`src/rtl/alu_pkg.sv`:
```
// rtl/alu_pkg.sv - shared types and constants for the ALU execution unit
// Purpose: ALUControl opcode enum (also used by the ALU decoder), execution
//          unit FSM state enum, datapath width constants, shift-op helper.
// Ports:   none (package).
package alu_pkg;

   localparam int XLEN = 32;
   localparam int SHW  = 5;

   typedef enum logic [2:0] {
      ALU_ADD = 3'b000,
      ALU_SUB = 3'b001,
      ALU_AND = 3'b010,
      ALU_OR  = 3'b011,
      ALU_XOR = 3'b100,
      ALU_SLT = 3'b101,
      ALU_SLL = 3'b110,
      ALU_SRL = 3'b111
   } alu_op_t;

   typedef enum logic [1:0] {
      ST_IDLE  = 2'b00,
      ST_SHIFT = 2'b01,
      ST_DONE  = 2'b10
   } alu_state_t;

   function automatic logic is_shift(alu_op_t op);
      return (op == ALU_SLL) || (op == ALU_SRL);
   endfunction

endpackage

```
`src/rtl/alu_exec_unit_if.sv`:
```
// rtl/alu_exec_unit_if.sv - request/result handshake bundle of the ALU execution unit
// Purpose: groups the request side (in_valid/in_ready, ALUControl, SrcA, SrcB)
//          and the result side (out_valid/out_ready, ALUResult, Zero).
// Modports:
//   master - the controller: drives requests and out_ready, reads results.
//   slave  - the execution unit: reads requests and out_ready, drives results.
interface alu_exec_unit_if;

   logic                     in_valid;
   logic                     in_ready;
   logic [2:0]               ALUControl;
   logic [alu_pkg::XLEN-1:0] SrcA;
   logic [alu_pkg::XLEN-1:0] SrcB;
   logic                     out_valid;
   logic                     out_ready;
   logic [alu_pkg::XLEN-1:0] ALUResult;
   logic                     Zero;

   modport master (
      output in_valid, ALUControl, SrcA, SrcB, out_ready,
      input  in_ready, out_valid, ALUResult, Zero
   );

   modport slave (
      input  in_valid, ALUControl, SrcA, SrcB, out_ready,
      output in_ready, out_valid, ALUResult, Zero
   );

endinterface

```
`src/rtl/alu_comb.sv`:
```
// rtl/alu_comb.sv - single-cycle combinational ALU core
// Purpose: add/sub/and/or/xor/slt on XLEN-bit operands; shift codes give 0
//          because shifts are handled by the iterative shifter in the top.
// Ports:
//   a, b - operands
//   op   - ALUControl operation code
//   y    - combinational result
module alu_comb
   import alu_pkg::*;
(
   input  logic [XLEN-1:0] a,
   input  logic [XLEN-1:0] b,
   input  alu_op_t         op,
   output logic [XLEN-1:0] y
);

   logic [XLEN-1:0] diff;
   logic            ovf;

   assign diff = a - b;
   // Signed overflow of a - b: operands differ in sign and the result sign
   // differs from a. The true sign of the difference is then diff MSB ^ ovf.
   assign ovf  = (a[XLEN-1] ^ b[XLEN-1]) & (diff[XLEN-1] ^ a[XLEN-1]);

   always_comb begin
      y = '0;
      case (op)
         ALU_ADD: y = a + b;
         ALU_SUB: y = diff;
         ALU_AND: y = a & b;
         ALU_OR:  y = a | b;
         ALU_XOR: y = a ^ b;
         ALU_SLT: y = {{(XLEN-1){1'b0}}, diff[XLEN-1] ^ ovf};
         default: y = '0;
      endcase
   end

endmodule

```
`src/rtl/alu_exec_unit.sv`:
```
// rtl/alu_exec_unit.sv - multi-cycle ALU execution unit with iterative shifter
// Purpose: one-cycle add/sub/and/or/xor/slt via alu_comb; sll/srl shift one
//          bit per cycle. Registered result with valid/ready on both sides.
// Ports:
//   clk   - rising-edge clock
//   rst_n - asynchronous active-low reset
//   bus   - alu_exec_unit_if.slave: in_valid/in_ready, ALUControl, SrcA,
//           SrcB, out_valid/out_ready, ALUResult, Zero
module alu_exec_unit #(
   parameter int XLEN = 32,
   parameter int SHW  = 5
) (
   input  logic             clk,
   input  logic             rst_n,
   alu_exec_unit_if.slave   bus
);

   import alu_pkg::*;

   alu_state_t      state_q, state_d;
   alu_op_t         op_in;
   logic [XLEN-1:0] shreg_q, res_q, comb_y, shift_nxt;
   logic [SHW-1:0]  cnt_q, shamt;
   logic            sll_q, zero_q, accept;

   assign op_in  = alu_op_t'(bus.ALUControl);
   assign shamt  = bus.SrcB[SHW-1:0];
   assign accept = bus.in_valid && (state_q == ST_IDLE);

   // Direction is latched at acceptance so the live opcode is never consulted mid-shift.
   assign shift_nxt = sll_q ? {shreg_q[XLEN-2:0], 1'b0} : {1'b0, shreg_q[XLEN-1:1]};

   alu_comb u_comb (
      .a  (bus.SrcA),
      .b  (bus.SrcB),
      .op (op_in),
      .y  (comb_y)
   );

   always_ff @(posedge clk or negedge rst_n) begin
      if (!rst_n) state_q <= ST_IDLE;
      else        state_q <= state_d;
   end

   always_comb begin
      state_d = state_q;
      case (state_q)
         ST_IDLE: begin
            if (accept) begin
               if (is_shift(op_in) && (shamt != '0)) state_d = ST_SHIFT;
               else                                  state_d = ST_DONE;
            end
         end
         ST_SHIFT: if (cnt_q == SHW'(1)) state_d = ST_DONE;
         ST_DONE:  if (bus.out_ready)    state_d = ST_IDLE;
         default:                        state_d = ST_IDLE;
      endcase
   end

   always_comb begin
      bus.in_ready  = (state_q == ST_IDLE);
      bus.out_valid = (state_q == ST_DONE);
      bus.ALUResult = res_q;
      bus.Zero      = zero_q;
   end

   always_ff @(posedge clk or negedge rst_n) begin
      if (!rst_n) begin
         shreg_q <= '0;
         cnt_q   <= '0;
         sll_q   <= 1'b0;
         res_q   <= '0;
         zero_q  <= 1'b0;
      end else begin
         case (state_q)
            ST_IDLE: begin
               if (accept) begin
                  if (is_shift(op_in)) begin
                     if (shamt == '0) begin
                        res_q  <= bus.SrcA;
                        zero_q <= (bus.SrcA == '0);
                     end else begin
                        shreg_q <= bus.SrcA;
                        cnt_q   <= shamt;
                        sll_q   <= (op_in == ALU_SLL);
                     end
                  end else begin
                     res_q  <= comb_y;
                     zero_q <= (comb_y == '0);
                  end
               end
            end
            ST_SHIFT: begin
               shreg_q <= shift_nxt;
               cnt_q   <= cnt_q - SHW'(1);
               // Last step: publish the shifted value together with its Zero flag.
               if (cnt_q == SHW'(1)) begin
                  res_q  <= shift_nxt;
                  zero_q <= (shift_nxt == '0);
               end
            end
            default: ;
         endcase
      end
   end

endmodule

```
`src/flat_wrapper.sv`:
```
// flat-port wrapper written by rule: the top's interface ports become plain ports
module alu_exec_unit_flat import alu_pkg::*;
#(
   parameter int XLEN = 32,
   parameter int SHW  = 5
)
  (clk, rst_n, bus_in_valid, bus_ALUControl, bus_SrcA, bus_SrcB, bus_out_ready, bus_in_ready, bus_out_valid, bus_ALUResult, bus_Zero);
  alu_exec_unit_if bus_i ();
  input  logic clk;
  input  logic rst_n;
  input wire logic [$bits(bus_i.in_valid)-1:0] bus_in_valid;
  input wire logic [$bits(bus_i.ALUControl)-1:0] bus_ALUControl;
  input wire logic [$bits(bus_i.SrcA)-1:0] bus_SrcA;
  input wire logic [$bits(bus_i.SrcB)-1:0] bus_SrcB;
  input wire logic [$bits(bus_i.out_ready)-1:0] bus_out_ready;
  output wire logic [$bits(bus_i.in_ready)-1:0] bus_in_ready;
  output wire logic [$bits(bus_i.out_valid)-1:0] bus_out_valid;
  output wire logic [$bits(bus_i.ALUResult)-1:0] bus_ALUResult;
  output wire logic [$bits(bus_i.Zero)-1:0] bus_Zero;
  assign bus_i.in_valid = bus_in_valid;
  assign bus_i.ALUControl = bus_ALUControl;
  assign bus_i.SrcA = bus_SrcA;
  assign bus_i.SrcB = bus_SrcB;
  assign bus_i.out_ready = bus_out_ready;
  assign bus_in_ready = bus_i.in_ready;
  assign bus_out_valid = bus_i.out_valid;
  assign bus_ALUResult = bus_i.ALUResult;
  assign bus_Zero = bus_i.Zero;
  alu_exec_unit #(.XLEN(XLEN), .SHW(SHW)) u_core (.clk(clk), .rst_n(rst_n), .bus(bus_i));
endmodule
```
`config.mk`:
```
export PLATFORM = sky130hd
export DESIGN_NAME = alu_exec_unit_flat
export DESIGN_NICKNAME = d
export VERILOG_FILES = /design/src/rtl/alu_pkg.sv /design/src/rtl/alu_exec_unit_if.sv /design/src/rtl/alu_comb.sv /design/src/rtl/alu_exec_unit.sv /design/src/flat_wrapper.sv
export SDC_FILE = /design/constraint.sdc
export NUM_CORES = 1
export LEC_CHECK = 0
export ABC_CLOCK_PERIOD_IN_PS = 8200
export BUFFER_PORTS_ARGS = -buffer_cell sky130_fd_sc_hd__buf_2
export CORE_MARGIN = 8
export CORE_UTILIZATION = 65
export DETAILED_ROUTE_END_ITERATION = 16
export HOLD_SLACK_MARGIN = 0.05
export PLACE_DENSITY = 0.87
export SLEW_MARGIN = 20
export SYNTH_ARGS = -nofsm -noshare
export SYNTH_HDL_FRONTEND = slang
export SYNTH_SLANG_ARGS = --single-unit
```
`constraint.sdc`:
```
create_clock -name clk -period 8.2 [get_ports clk]
set_input_delay 1.64 -clock clk [delete_from_list [all_inputs] [get_ports clk]]
set_output_delay 1.64 -clock clk [all_outputs]
set_load 0.01 [all_outputs]
```
* After elaboration in Yosys (flattened, before gate mapping)
Cells that the tools add are included.
** Storage, ports and cells
- Logic and storage cells :: 73
- Output and inout port bits :: 35
- Register bits :: 73
** Cells by class
- Bitwise logic cells :: 8
- Reductions and logical operators :: 15
- Muxes and demuxes :: 25
- Equality and inequality tests :: 16
- Add/sub/neg operators :: 3
** Operators by type and width (number)
- 32-bit two-way mux :: 8
- 32-bit case mux with 6 select lines :: 1
- 32-bit case mux with 2 select lines :: 2
- 32-bit zero test :: 3
- 32-bit adder :: 1
- 32-bit bitwise AND :: 1
- 32-bit OR :: 1
- 32-bit subtractor :: 1
- 32-bit bitwise XOR :: 1
- 5-bit two-way mux :: 3
- 3-bit equality test (second input constant) :: 4
- 4-bit AND reduction :: 3
- 5-bit case mux with 2 select lines :: 1
- 2-bit two-way mux :: 4
- 3-bit by 2-bit equality test with 1-bit output (second input constant) :: 2
- 2-bit by 1-bit != test with 1-bit output (second input constant) :: 3
- 2-bit case mux with 3 select lines :: 1
- 5-bit by 1-bit equality test with 1-bit output (second input constant) :: 1
- 5-bit zero test :: 1
- 5-bit nonzero test :: 1
- 5-bit by 1-bit subtractor with 5-bit output (second input constant) :: 1
- 1-bit two-way mux :: 4
- 2-bit != test (second input constant) :: 2
- 3-bit by 1-bit equality test with 1-bit output (second input constant) :: 1
- other kinds (13) :: 16

* Logic depth before layout (Yosys ltp)
Gate-level depths: netlist (run 1).
- Word-level depth :: 9
- Depth in mapped cells :: 25
- Mapped depth without buffers :: 24

* Hierarchy
From an unflattened synthesis (run 1), not the netlist that was laid out.
** Unflattened totals
- Cells, all modules :: 1316
- Area, all modules :: 9679.3 um^2
** Modules (own cells, without submodules)
- alu_comb :: area an instance 5350.1 um^2, instances 1, sequential area each 0.0 um^2, cells each 828
- alu_exec_unit :: area an instance 4329.2 um^2, instances 1, sequential area each 1826.8 um^2, cells each 488

* Worst setup path after synthesis (run 1)
OpenSTA, ideal clock, no wires.
- Kind :: input -> register
- From :: in bus_SrcB[15]
- To :: reg u_core.zero_q (netlist: u_core.bus.Zero)
- Arrival time :: 6.545 ns
- Path buffers :: 1
- Slack :: 1.579 ns
- Stages :: 25
- Setup time :: 0.076 ns
- Required time :: 8.124 ns
- Cell sequence :: inv_1 -> ha_1 -> buf_2 -> inv_1 -> nand3_1 -> or3_1 -> a211oi_2 -> o21ai_1 -> a211oi_2 -> o221ai_1 -> o21bai_1 -> a21oi_1 -> o21bai_1 -> a21oi_1 -> fa_1 -> mux2_4 -> a22oi_2 -> o2111ai_1 -> a2111oi_2 -> nand4b_1 -> nor4_1 -> nand4_1 -> or4_1 -> or4_1 -> o21ai_1
** Between the ends
- Word-level cells in the longest chain between the ends :: 9
- Elaborated cells on any way between the ends :: 13
** RTL lines
- from (decl) :: line flat_wrapper.sv:14 : input wire logic [$bits(bus_i.SrcB)-1:0] bus_SrcB;
- 32-bit subtractor :: line alu_comb.sv:20 : assign diff = a - b;
- 1-bit bitwise XOR :: line alu_comb.sv:23 : assign ovf = (a[XLEN-1] ^ b[XLEN-1]) & (diff[XLEN-1] ^ a[XLEN-1]);
- 1-bit bitwise AND :: line alu_comb.sv:23
- 1-bit bitwise XOR :: line alu_comb.sv:33 : ALU_SLT: y = {{(XLEN-1){1'b0}}, diff[XLEN-1] ^ ovf};
- 32-bit case mux with 6 select lines (*) :: line alu_comb.sv:27 : case (op)
- 32-bit zero test (*) :: line alu_exec_unit.sv:89 : zero_q <= (comb_y == '0);
- 1-bit two-way mux (*) :: line alu_exec_unit.sv:78 : if (is_shift(op_in)) begin
- 1-bit two-way mux (*) :: line alu_exec_unit.sv:77 : if (accept) begin
- 1-bit case mux with 2 select lines (*) :: line alu_exec_unit.sv:75 : case (state_q)
- to (signal assigned) :: line alu_exec_unit.sv:81 : zero_q <= (bus.SrcA == '0);
- to (signal assigned) :: line alu_exec_unit.sv:89
- to (signal assigned) :: line alu_exec_unit.sv:99 : zero_q <= (shift_nxt == '0);
- to (decl) :: line alu_exec_unit.sv:24 : logic sll_q, zero_q, accept;
Mark *: on every way between the ends. The rest lies on a longest branch, timed or not. The select of a mux whose other input is x is not followed.
A chain may end at the register's enable or synchronous reset.

* Final worst setup path (run 1)
- From :: in bus_SrcA[17]
- To :: reg u_core.zero_q (netlist: u_core.bus.Zero)
** Between the ends
- Word-level cells in the longest chain between the ends :: 9
- Elaborated cells on any way between the ends :: 15
** RTL lines
- from (decl) :: line flat_wrapper.sv:13 : input wire logic [$bits(bus_i.SrcA)-1:0] bus_SrcA;
- 32-bit subtractor :: line alu_comb.sv:20
- 1-bit bitwise XOR :: line alu_comb.sv:23
- 1-bit bitwise AND :: line alu_comb.sv:23
- 1-bit bitwise XOR :: line alu_comb.sv:33
- 32-bit case mux with 6 select lines :: line alu_comb.sv:27
- 32-bit zero test :: line alu_exec_unit.sv:89
- 1-bit two-way mux (*) :: line alu_exec_unit.sv:78
- 1-bit two-way mux (*) :: line alu_exec_unit.sv:77
- 1-bit case mux with 2 select lines (*) :: line alu_exec_unit.sv:75
Marked as above.

==> results.ini, run 1 <==
[clock_tree]
clk_pin_slew_ns=0.06
post-cts-setup-buffer-count=0
cts_htree_levels=3
cts_buffers=9
cts_sinks=73
cts_hold_buf=0
cts_buffer_depth=2
cts_tree=done
clock_latency_ns=0.34
root_buffer=clkbuf_16
cts-resized-gates=0

[global_route]
grt_pass1_wl_um=59200
use_met2_pct=61.7
use_met1_pct=46.7
grt_usage_pct=38.3
overflow=0
busiest_layer=met2
met3_usage_pct=7.61
grt_max_degree=75
first_global_vias=10700
antenna_found_initial=0

[place]
placedCellCount=1542
pre_cts_slack_ns=0.518
portBuffers=105
place_hpwl_um=28600
place.gp.congestion=1.02

[routing]
firstDrtPassIters=5
wirelength_um=38300
antenna_left=0
vias_per_cell=7.20
drt_iter0_drc=1581
drc=0
num_vias=11200
wire_per_inst_um=24.6

[layout]
fillers=1256
n_antenna_cell=0
area_growth_pct=7.75
fin_cells=1558
post_route_cells_drive_above_1_share_pct=12.7
fin_nets=1546

[floorplan]
io_pins=106
core_sq_um=15000
die_y_um=139
die_area_sq_um=19300
initial_core_util_pct=65.5
die_w_um=139
rows=45

[worst_hold_path]
min_to=u_core.bus.ALUResult[30]$_DFFE_PN0P_
hold_depth=1
hp-class=flip-flop to flip-flop
hold_start=u_core.bus.ALUResult[30]$_DFFE_PN0P_

[timing]
finalCriticalPeriod_ns=7.50
finalCritPeriodShare_pct=91.4
drv_slew=0
tns_ns=0
tightest_slew_ns=1.04
fin_worst_skew_ns=0.00857
grt_setup_unrepaired=false
hold_viol_final=0
postLayoutSetupSlackWorst_ns=0.701
slew_headroom_pct=30.3
setup_viol=0
fmax_mhz=133

[setup_path]
cp.required_ns=8.46
reg2reg_depth=12
r2r_slack_ns=3.96
start_kind=primary input
end_kind=flip-flop
critPathMaxFanout=12
arrival_ns=7.76
critPathKind=primary input to flip-flop
r2r-start=u_core.state_q[1]$_DFFE_PN0P_
r2r-end=u_core.bus.Zero$_DFFE_PN0P_

[synth]
synth-edff-count=0
yosysTopAreaCell=dfrtp_1
yosys.area.top_type_share_pct=18.6
synthesis.area_sq_um=9820
synth_cells=1332
synth-seq-cells=73
yosysWarnings=0
syn_avg_cell_area_sq_um=7.37
syn-num-nets=1513
synthArstFlopShare_pct=100
yosys-top-cells-count=131 x a21oi_1, 116 x nand2_1, 115 x nor2_1
ys_types=87
ys_seq_area_share_pct=18.6
synth_area_leaders=dfrtp_1 19%, ha_1 14%, a21oi_1 6.7%
synth_ff_type=dfrtp_1
synth_most_common_cell=a21oi_1

[run_status]
status=finished, final reports clean

[pwr]
ir_drop_v=0.000207
power_density_nw_per_um2=227
p_total_mw=2.40
p_leak_nw=4.78

[job]
cap_violations=0

==> area by class of cell <==
type                       count  area (sq um)  share of cell area [%]
clock inverter                 5          56.3                   0.532
inverter                     102           383                    3.62
tap                          188           235                    2.22
timing repair buffer         116           611                    5.77
sequential                    73          1830                    17.3
clock buffer                  11           243                    2.29
multi-input combinational   1063          7220                    68.3
==> per-layer routing <==
metal	vias to the layer above	wire [um]
met1	5258	14200
met5	-	0
li1	4980	-
met3	177	4330
met4	0	2430
met2	795	17300
==> worst max path at each step <==
| stage | startpoint | to | cells past startpoint |
|---|---|---|---|
| after CTS | bus_SrcA[17] | u_core.bus.Zero$_DFFE_PN0P_ | 25 |
| final | bus_SrcA[17] | u_core.bus.Zero$_DFFE_PN0P_ | 25 |
| after global placement | bus_SrcA[17] | u_core.bus.Zero$_DFFE_PN0P_ | 25 |
| after global routing | bus_SrcA[18] | u_core.bus.Zero$_DFFE_PN0P_ | 25 |
| after floorplan | bus_SrcB[15] | u_core.bus.Zero$_DFFE_PN0P_ | 25 |
| after detailed placement | bus_SrcA[17] | u_core.bus.Zero$_DFFE_PN0P_ | 25 |
==> placed cells by master (no fill, tap or decap), types with 6 or more instances in the layout <==
cell type,Yosys,routed
nand3_1,19,19
buf_4,5,12
nor3_1,34,34
dfrtp_1,73,72
mux2i_1,21,21
nand4_1,15,15
o221ai_1,14,14
nand2_1,116,116
a21oi_1,131,131
nor2_1,115,113
a22oi_1,13,13
o21a_1,7,7
and3_1,6,6
or3_1,12,12
o221a_2,7,7
ha_1,107,107
or2_2,6,6
o31a_1,10,10
o22ai_1,13,13
o21bai_1,7,7
o21ai_0,65,65
clkbuf_16,0,9
a211oi_1,53,53
o211ai_1,19,19
buf_2,19,104
inv_1,94,94
a221oi_1,11,11
a31oi_1,10,10
nand2b_1,9,8
o21ai_1,7,7
o31ai_1,45,45
xnor2_1,10,10
nor4_1,25,25
a21o_1,30,30
nor2b_1,31,29
==> cell families (layout without fill, tap and decap cells) <==
| kind of cell | Yosys count | after routing | share of synthesized area [%] |
|---|---|---|---|
| compound gates | 502 | 502 | 35.0 |
| simple gates | 415 | 415 | 20.4 |
| buf+inv | 196 | 234 | 8.09 |
| fa+ha+maj | 110 | 110 | 14.2 |
| flops | 73 | 73 | 18.6 |
| mux | 25 | 25 | 2.64 |
| xor+xnor | 11 | 11 | 0.981 |
==> critical path: stages <==
cell and delay [ns]:
buf_2 0.16, inv_1 0.06, ha_1 0.43, nor2_2 0.23
nand3_1 0.16, or3_1 0.40, a211oi_2 0.29, o21ai_1 0.19
a211oi_2 0.40, o221ai_1 0.26, o21bai_1 0.19, a21oi_1 0.09
o21bai_1 0.16, a21oi_1 0.11, fa_1 0.37, mux2_4 0.28
a22oi_2 0.20, o2111ai_1 0.15, a2111oi_2 0.39, nand4b_1 0.14
nor4_1 0.18, nand4_1 0.16, or4_1 0.55, or4_1 0.40
o21ai_1 0.15
==> where the power goes <==
part | total, mW | internal (mW) | switching [mW]
registers | 0.730 | 0.533 | 0.196
logic | 1.27 | 0.459 | 0.813
clock network | 0.398 | 0.243 | 0.154
==> registers in the layout, indices dropped and copies added, names as in the netlist <==
name	count
u_core.shreg_q	32
u_core.bus.Zero	1
u_core.bus.ALUResult	32
u_core.cnt_q	5
u_core.state_q	2
u_core.sll_q	1
==> per-stage QoR <==
step	instance area, sq um	util (%)	hold slack [ns]
floorplan	9820	-	0.442
global placement	10300	68.6	0.455
detailed placement	10300	68.6	0.465
CTS	10600	70.6	0.477
global route	10600	70.6	0.495
finish	10600	70.6	0.477
Power figures use the tool's default switching activity.
==> inputs of run 2 (changes only) <==
--- a/config.mk
+++ b/config.mk
@@ -7,11 +7,13 @@
 export LEC_CHECK = 0
 export ABC_CLOCK_PERIOD_IN_PS = 8200
 export BUFFER_PORTS_ARGS = -buffer_cell sky130_fd_sc_hd__buf_2
+export CELL_PAD_IN_SITES_DETAIL_PLACEMENT = 1
+export CELL_PAD_IN_SITES_GLOBAL_PLACEMENT = 1
 export CORE_MARGIN = 8
-export CORE_UTILIZATION = 65
+export CORE_UTILIZATION = 48
 export DETAILED_ROUTE_END_ITERATION = 16
 export HOLD_SLACK_MARGIN = 0.05
-export PLACE_DENSITY = 0.87
+export PLACE_DENSITY = 0.88
 export SLEW_MARGIN = 20
 export SYNTH_ARGS = -nofsm -noshare
 export SYNTH_HDL_FRONTEND = slang
==> run 2 against run 1 <==
  * Sequential cell count did not move
  * Critical endpoint unchanged
  * Count of clock-buffer cells in the layout is 1 lower
  * Critical path depth unchanged
  * Setup slack worse by 0.22 ns
  * Critical path type unchanged
  * Cell count is 5.7% higher
  * Total power is 5.2% higher
  * Register-to-register slack gained 0.16 ns
  * Utilization is 17 points lower
  * Design area grew 1.8%
==> results.ini, run 2 (same netlist as run 1, synthesis figures left out) <==
[setup_path]
start_kind=primary input
arrival_ns=7.98
r2r-start=u_core.sll_q$_DFFE_PN0P_
setup.worst_path.start=bus_SrcA[17]
cpPeakStageDelay_ns=0.59
cp_top_family=compound AO/OA/AOI/OAI gates
critPathBufInv=2
critPathKind=primary input to flip-flop
critPathMaxFanout=12
crit_slowest_cell=or4_1
end_kind=flip-flop
cp.required_ns=8.46

[timing]
grt_setup_unrepaired=false
setup_viol=0
fmax_mhz=130
fin_worst_skew_ns=0.00700
slew_headroom_pct=20.9
hold_viol_final=0
tightest_slew_ns=1.17
finalCritPeriodShare_pct=94.1
whs_ns=0.471
finalCriticalPeriod_ns=7.72
postLayoutSetupSlackWorst_ns=0.484
drv_slew=0
tns_ns=0

[clock_tree]
cts_sinks=73
root_buffer=clkbuf_16
cts_buffers=9
post-cts-setup-buffer-count=0
cts_tree=done
cts-resized-gates=0
clock_latency_ns=0.34
cts_htree_levels=3
cts_buffer_depth=2
cts_hold_buf=0
clk_pin_slew_ns=0.06

[floorplan]
rows=52
die_area_sq_um=25300
initial_core_util_pct=48.7
die_y_um=159
core_sq_um=20200
die_w_um=159
io_pins=106

[layout]
regArea_sq_um=1830
post_route_cells_drive_above_1_share_pct=13.1
design_area_sq_um=10800
final_common_cell=a21oi_1
n_antenna_cell=0
fin_nets=1553
area_growth_pct=9.71
fillers=2636
finish.utilization_pct=53.4
multi_input_area_sq_um=7210
final_cell_mix=131 x a21oi_1, 116 x nand2_1, 113 x nor2_1

[routing]
wirelength_um=44000
wire_per_inst_um=26.7
antenna_left=0
vias_per_cell=6.84
drt_iter0_drc=1092
num_vias=11300
drc=0
firstDrtPassIters=5

[pwr]
clockPowerShare_pct=18.3
swShare_pct=48.6
seqPwrFrac_pct=28.0
power_density_nw_per_um2=234
ir_drop_v=0.000153
netSwitchingPower_mw=1.23
combinationalPowerShare_pct=53.6
p_int_mw=1.30
p_leak_nw=4.83

[global_route]
first_global_vias=11600
grt_max_degree=75
grt_usage_pct=33.4
overflow=0
grt_pass1_wl_um=67600
antenna_found_initial=1

[place]
place_area_sq_um=10400
pre_cts_slack_ns=0.351
place.gp.congestion=0.966
place_hpwl_um=33400
portBuffers=105

[run_status]
status=finished, final reports clean

[job]
cap_violations=0

[worst_hold_path]
hold_start=u_core.bus.ALUResult[11]$_DFFE_PN0P_
hp-class=flip-flop to flip-flop

run 2: final timing paths:
check / slack (ns) / cells past startpoint / end
worst max-delay path: 0.48 / 25 / u_core.bus.Zero$_DFFE_PN0P_
worst min-delay path: 0.47 / 1 / u_core.bus.ALUResult[11]$_DFFE_PN0P_
worst max register to register: 4.12 / 12 / u_core.bus.Zero$_DFFE_PN0P_
worst min register to register: 0.47 / 1 / u_core.bus.ALUResult[11]$_DFFE_PN0P_
max in group asynchronous: 6.10 / 1 / u_core.sll_q$_DFFE_PN0P_
min in group asynchronous: 1.44 / 1 / u_core.state_q[0]$_DFFE_PN0P_
run 2: area by class of cell:
class,instances,share of cell area [%]
clock inverters,6,1.07
well taps,270,3.14
repair buffers,123,6.16
inverters,102,3.55
flip-flops and latches,73,17.0
multi-input cells,1063,67.0
clock buffers,10,2.13
run 2: layer usage:
layer / part of all wire [%] / track usage [%] / routed length [um]
met1: 40 / 40.6 / 17600
met2: 46 / 55.0 / 20400
met3: 7.4 / 5.74 / 3270
met4: 6.3 / 19.6 / 2760
met5: 0.041 / 0 / 18
run 2: through the flow:
step | std cells | power (mW)
2_1_floorplan | 1332 | 1.52
3_3_place_gp | 1631 | 1.94
3_5_place_dp | 1631 | 2.00
4_1_cts | 1647 | 2.50
5_1_grt | 1647 | 2.66
6_report | 1647 | 2.52
run 2: worst register-to-register path, delay by kind of cell, from the launching register on:
| kind | cells | cell delay, ns |
|---|---|---|
| AO/OA/AOI/OAI | 3 | 0.73 |
| buffers and inverters | 1 | 0.53 |
| flip-flops | 1 | 0.35 |
| multiplexers | 1 | 0.47 |
| AND/OR/NAND/NOR | 7 | 1.91 |
run 2: power by group through the flow:
stage / clock (mW) / combinational, mW / sequential, mW
2_1_floorplan: 0 / 0.840 / 0.678
3_3_place_gp: 0 / 1.26 / 0.681
3_5_place_dp: 0 / 1.31 / 0.694
4_1_cts: 0.464 / 1.33 / 0.697
5_1_grt: 0.476 / 1.46 / 0.721
6_report: 0.463 / 1.35 / 0.707
==> inputs of run 3 (changes only) <==
--- a/config.mk
+++ b/config.mk
@@ -5,15 +5,16 @@
 export SDC_FILE = /design/constraint.sdc
 export NUM_CORES = 1
 export LEC_CHECK = 0
+export ABC_AREA = 1
 export ABC_CLOCK_PERIOD_IN_PS = 8200
 export BUFFER_PORTS_ARGS = -buffer_cell sky130_fd_sc_hd__buf_2
 export CELL_PAD_IN_SITES_DETAIL_PLACEMENT = 1
 export CELL_PAD_IN_SITES_GLOBAL_PLACEMENT = 1
 export CORE_MARGIN = 8
-export CORE_UTILIZATION = 48
+export CORE_UTILIZATION = 46
 export DETAILED_ROUTE_END_ITERATION = 16
 export HOLD_SLACK_MARGIN = 0.05
-export PLACE_DENSITY = 0.88
+export PLACE_DENSITY = 0.89
 export SLEW_MARGIN = 20
 export SYNTH_ARGS = -nofsm -noshare
 export SYNTH_HDL_FRONTEND = slang
==> run 3 against run 2 <==
  * Clock skew rose by 0.0080 ns
  * Design area rose by 5.6%
  * Global-route usage rose by 0.17 points
  * Combinational power rose by 4%
  * First-iteration DRC count rose by 10%
  * Utilization fell by 2.6 points
  * Setup slack improved by 2.4 ns
  * Total power fell by 0.50%
  * Wire length rose by 7.7%
  * Non-clock buffer count fell by 10
  * Largest power group unchanged
==> results.ini, run 3 <==
[run_status]
status=finished, final reports clean

[setup_path]
arrival_ns=5.62
critPathKind=primary input to flip-flop
r2r-start=u_core.state_q[0]$_DFFE_PN0P_
cp.required_ns=8.47
start_kind=primary input
end_kind=flip-flop
r2r_slack_ns=5.18
reg2reg_depth=11
critPathMaxFanout=10
r2r-end=u_core.bus.ALUResult[11]$_DFFE_PN0P_

[layout]
final_common_cell=nand2_1
final_cell_mix=517 x nand2_1, 314 x inv_1, 177 x nand3_1
fin_nets=2032
finish.utilization_pct=50.8
design_area_sq_um=11400
fin_cells=2142
area_growth_pct=9.52
post_route_cells_drive_above_1_share_pct=8.41

[place]
place_hpwl_um=36800
portBuffers=105
place.gp.congestion=0.999
placedCellCount=2125
pre_cts_slack_ns=2.76
place_area_sq_um=11000

[clock_tree]
root_buffer=clkbuf_16
cts_sinks=73
cts_hold_buf=0
cts_buffer_depth=2
post-cts-setup-buffer-count=0
clock_latency_ns=0.36
cts_htree_levels=3
clk_pin_slew_ns=0.06
cts-resized-gates=0
cts_buffers=9
cts_tree=done

[pwr]
seqPwrFrac_pct=26.4
swShare_pct=49.8
clockPowerShare_pct=17.7
p_int_mw=1.26
power_density_nw_per_um2=221
p_total_mw=2.51
netSwitchingPower_mw=1.25
p_leak_nw=6.28
ir_drop_v=0.000208
combinationalPowerShare_pct=55.9

[worst_hold_path]
hold_depth=1
hp-class=flip-flop to flip-flop
hold_start=u_core.bus.ALUResult[25]$_DFFE_PN0P_
min_to=u_core.bus.ALUResult[25]$_DFFE_PN0P_

[synth]
syn-num-nets=1978
synthArstFlopShare_pct=100
yosysWarnings=0
yosys.area.top_type_share_pct=18.7
synth_area_leaders=nand2_1 19%, dfrtp_1 18%, ha_1 13%
ys_seq_area_share_pct=17.6
synth_most_common_cell=nand2_1
synth_ff_type=dfrtp_1
yosys-top-cells-count=517 x nand2_1, 314 x inv_1, 178 x nand3_1
synth-seq-cells=73
synthesis.area_sq_um=10400
syn_avg_cell_area_sq_um=5.78
ys_types=45
synth_cells=1797
synth-edff-count=0
yosysTopAreaCell=nand2_1

[timing]
finalCritPeriodShare_pct=65.2
finalCriticalPeriod_ns=5.34
whs_ns=0.482
postLayoutSetupSlackWorst_ns=2.86
slew_headroom_pct=32.3
setup_viol=0
fin_worst_skew_ns=0.0150
hold_viol_final=0
tightest_slew_ns=1.01
fmax_mhz=187
tns_ns=0
drv_slew=0
grt_setup_unrepaired=false

[floorplan]
die_w_um=166
io_pins=106
rows=55
initial_core_util_pct=46.4
die_y_um=166
core_sq_um=22400
die_area_sq_um=27600

[routing]
antenna_left=0
vias_per_cell=5.97
drt_iter0_drc=1205
drc=0
wirelength_um=47400
firstDrtPassIters=5
num_vias=12800
wire_per_inst_um=22.1

[global_route]
antenna_found_initial=0
grt_pass1_wl_um=73900
grt_usage_pct=33.6
first_global_vias=13300
overflow=0
grt_max_degree=74

[job]
cap_violations=0

## run 3: cell types whose count changed in the layout (fill, tap and decap cells not counted), sizes merged, moves of 31 or more
| cell | previous run | this run |
|---|---|---|
| a211oi | 56 | 2 |
| a21oi | 133 | 81 |
| inv | 99 | 324 |
| nand2 | 117 | 517 |
| nand3 | 19 | 180 |
| nor2 | 116 | 168 |
| nor2b | 31 | 0 |
| o31ai | 45 | 1 |
## run 3: worst max path at each step
stage / cells past startpoint / end / slack, ns / startpoint
after floorplan: 30 / u_core.bus.Zero$_DFFE_PN0P_ / 3.62 / bus_SrcB[19]
after global placement: 29 / u_core.bus.Zero$_DFFE_PN0P_ / 2.95 / bus_SrcA[10]
after detailed placement: 28 / u_core.bus.Zero$_DFFE_PN0P_ / 2.76 / bus_SrcA[21]
after CTS: 28 / u_core.bus.Zero$_DFFE_PN0P_ / 2.96 / bus_SrcA[21]
after global routing: 28 / u_core.bus.Zero$_DFFE_PN0P_ / 2.48 / bus_SrcA[21]
final: 28 / u_core.bus.Zero$_DFFE_PN0P_ / 2.86 / bus_SrcA[21]
## run 3: area by class of cell
type	instances	area (sq um)
antenna	1	2.50
clock buffer	10	229
clock inverter	6	91.3
fill	3276	11000
inverter	323	1210
multi-input combinational	1331	7060
sequential	73	1830
tap	285	357
timing repair buffer	113	588
## run 3: cell families after synthesis
kind of cell | synth area share, %
simple gates | 37.7
buf+inv | 14.6
compound gates | 16.5
fa+ha+maj | 13.5
flops | 17.6
xor+xnor | 0.169
## run 3: power by group through the flow
stage,clock network [mW],logic (mW),registers [mW]
finish,0.444,1.40,0.664
global route,0.455,1.52,0.678
CTS,0.443,1.38,0.657
detailed placement,0,1.33,0.651
global placement,0,1.28,0.642
floorplan,0,0.840,0.665
## run 3: layer usage
metal	vias up	part of all wire (%)	track usage (%)	wire [um]
li1	5863	-	-	-
met1	6112	40	39.8	19200
met2	606	47	56.7	22100
met3	198	6.2	5.23	2920
met4	0	6.8	20.4	3220
met5	-	0	0	0
## run 3: critical path, cell delays in order
cell	delay, ns
buf_2	0.11
inv_1	0.09
ha_1	0.44
nor2_1	0.25
nand2_1	0.14
nor3_1	0.35
and2_1	0.20
nand2_1	0.08
nand2_1	0.08
nand2_1	0.07
nand2_1	0.09
a21oi_1	0.08
fa_1	0.41
nand2_1	0.09
nor3_1	0.04
nor3_1	0.24
nand2_1	0.08
nor2_1	0.11
nand2_1	0.07
nor2_1	0.11
nand3_1	0.09
nor2_1	0.13
nand2_1	0.08
nor2_1	0.15
nand2_1	0.08
nand2_1	0.09
nand2_1	0.07
a21oi_1	0.15
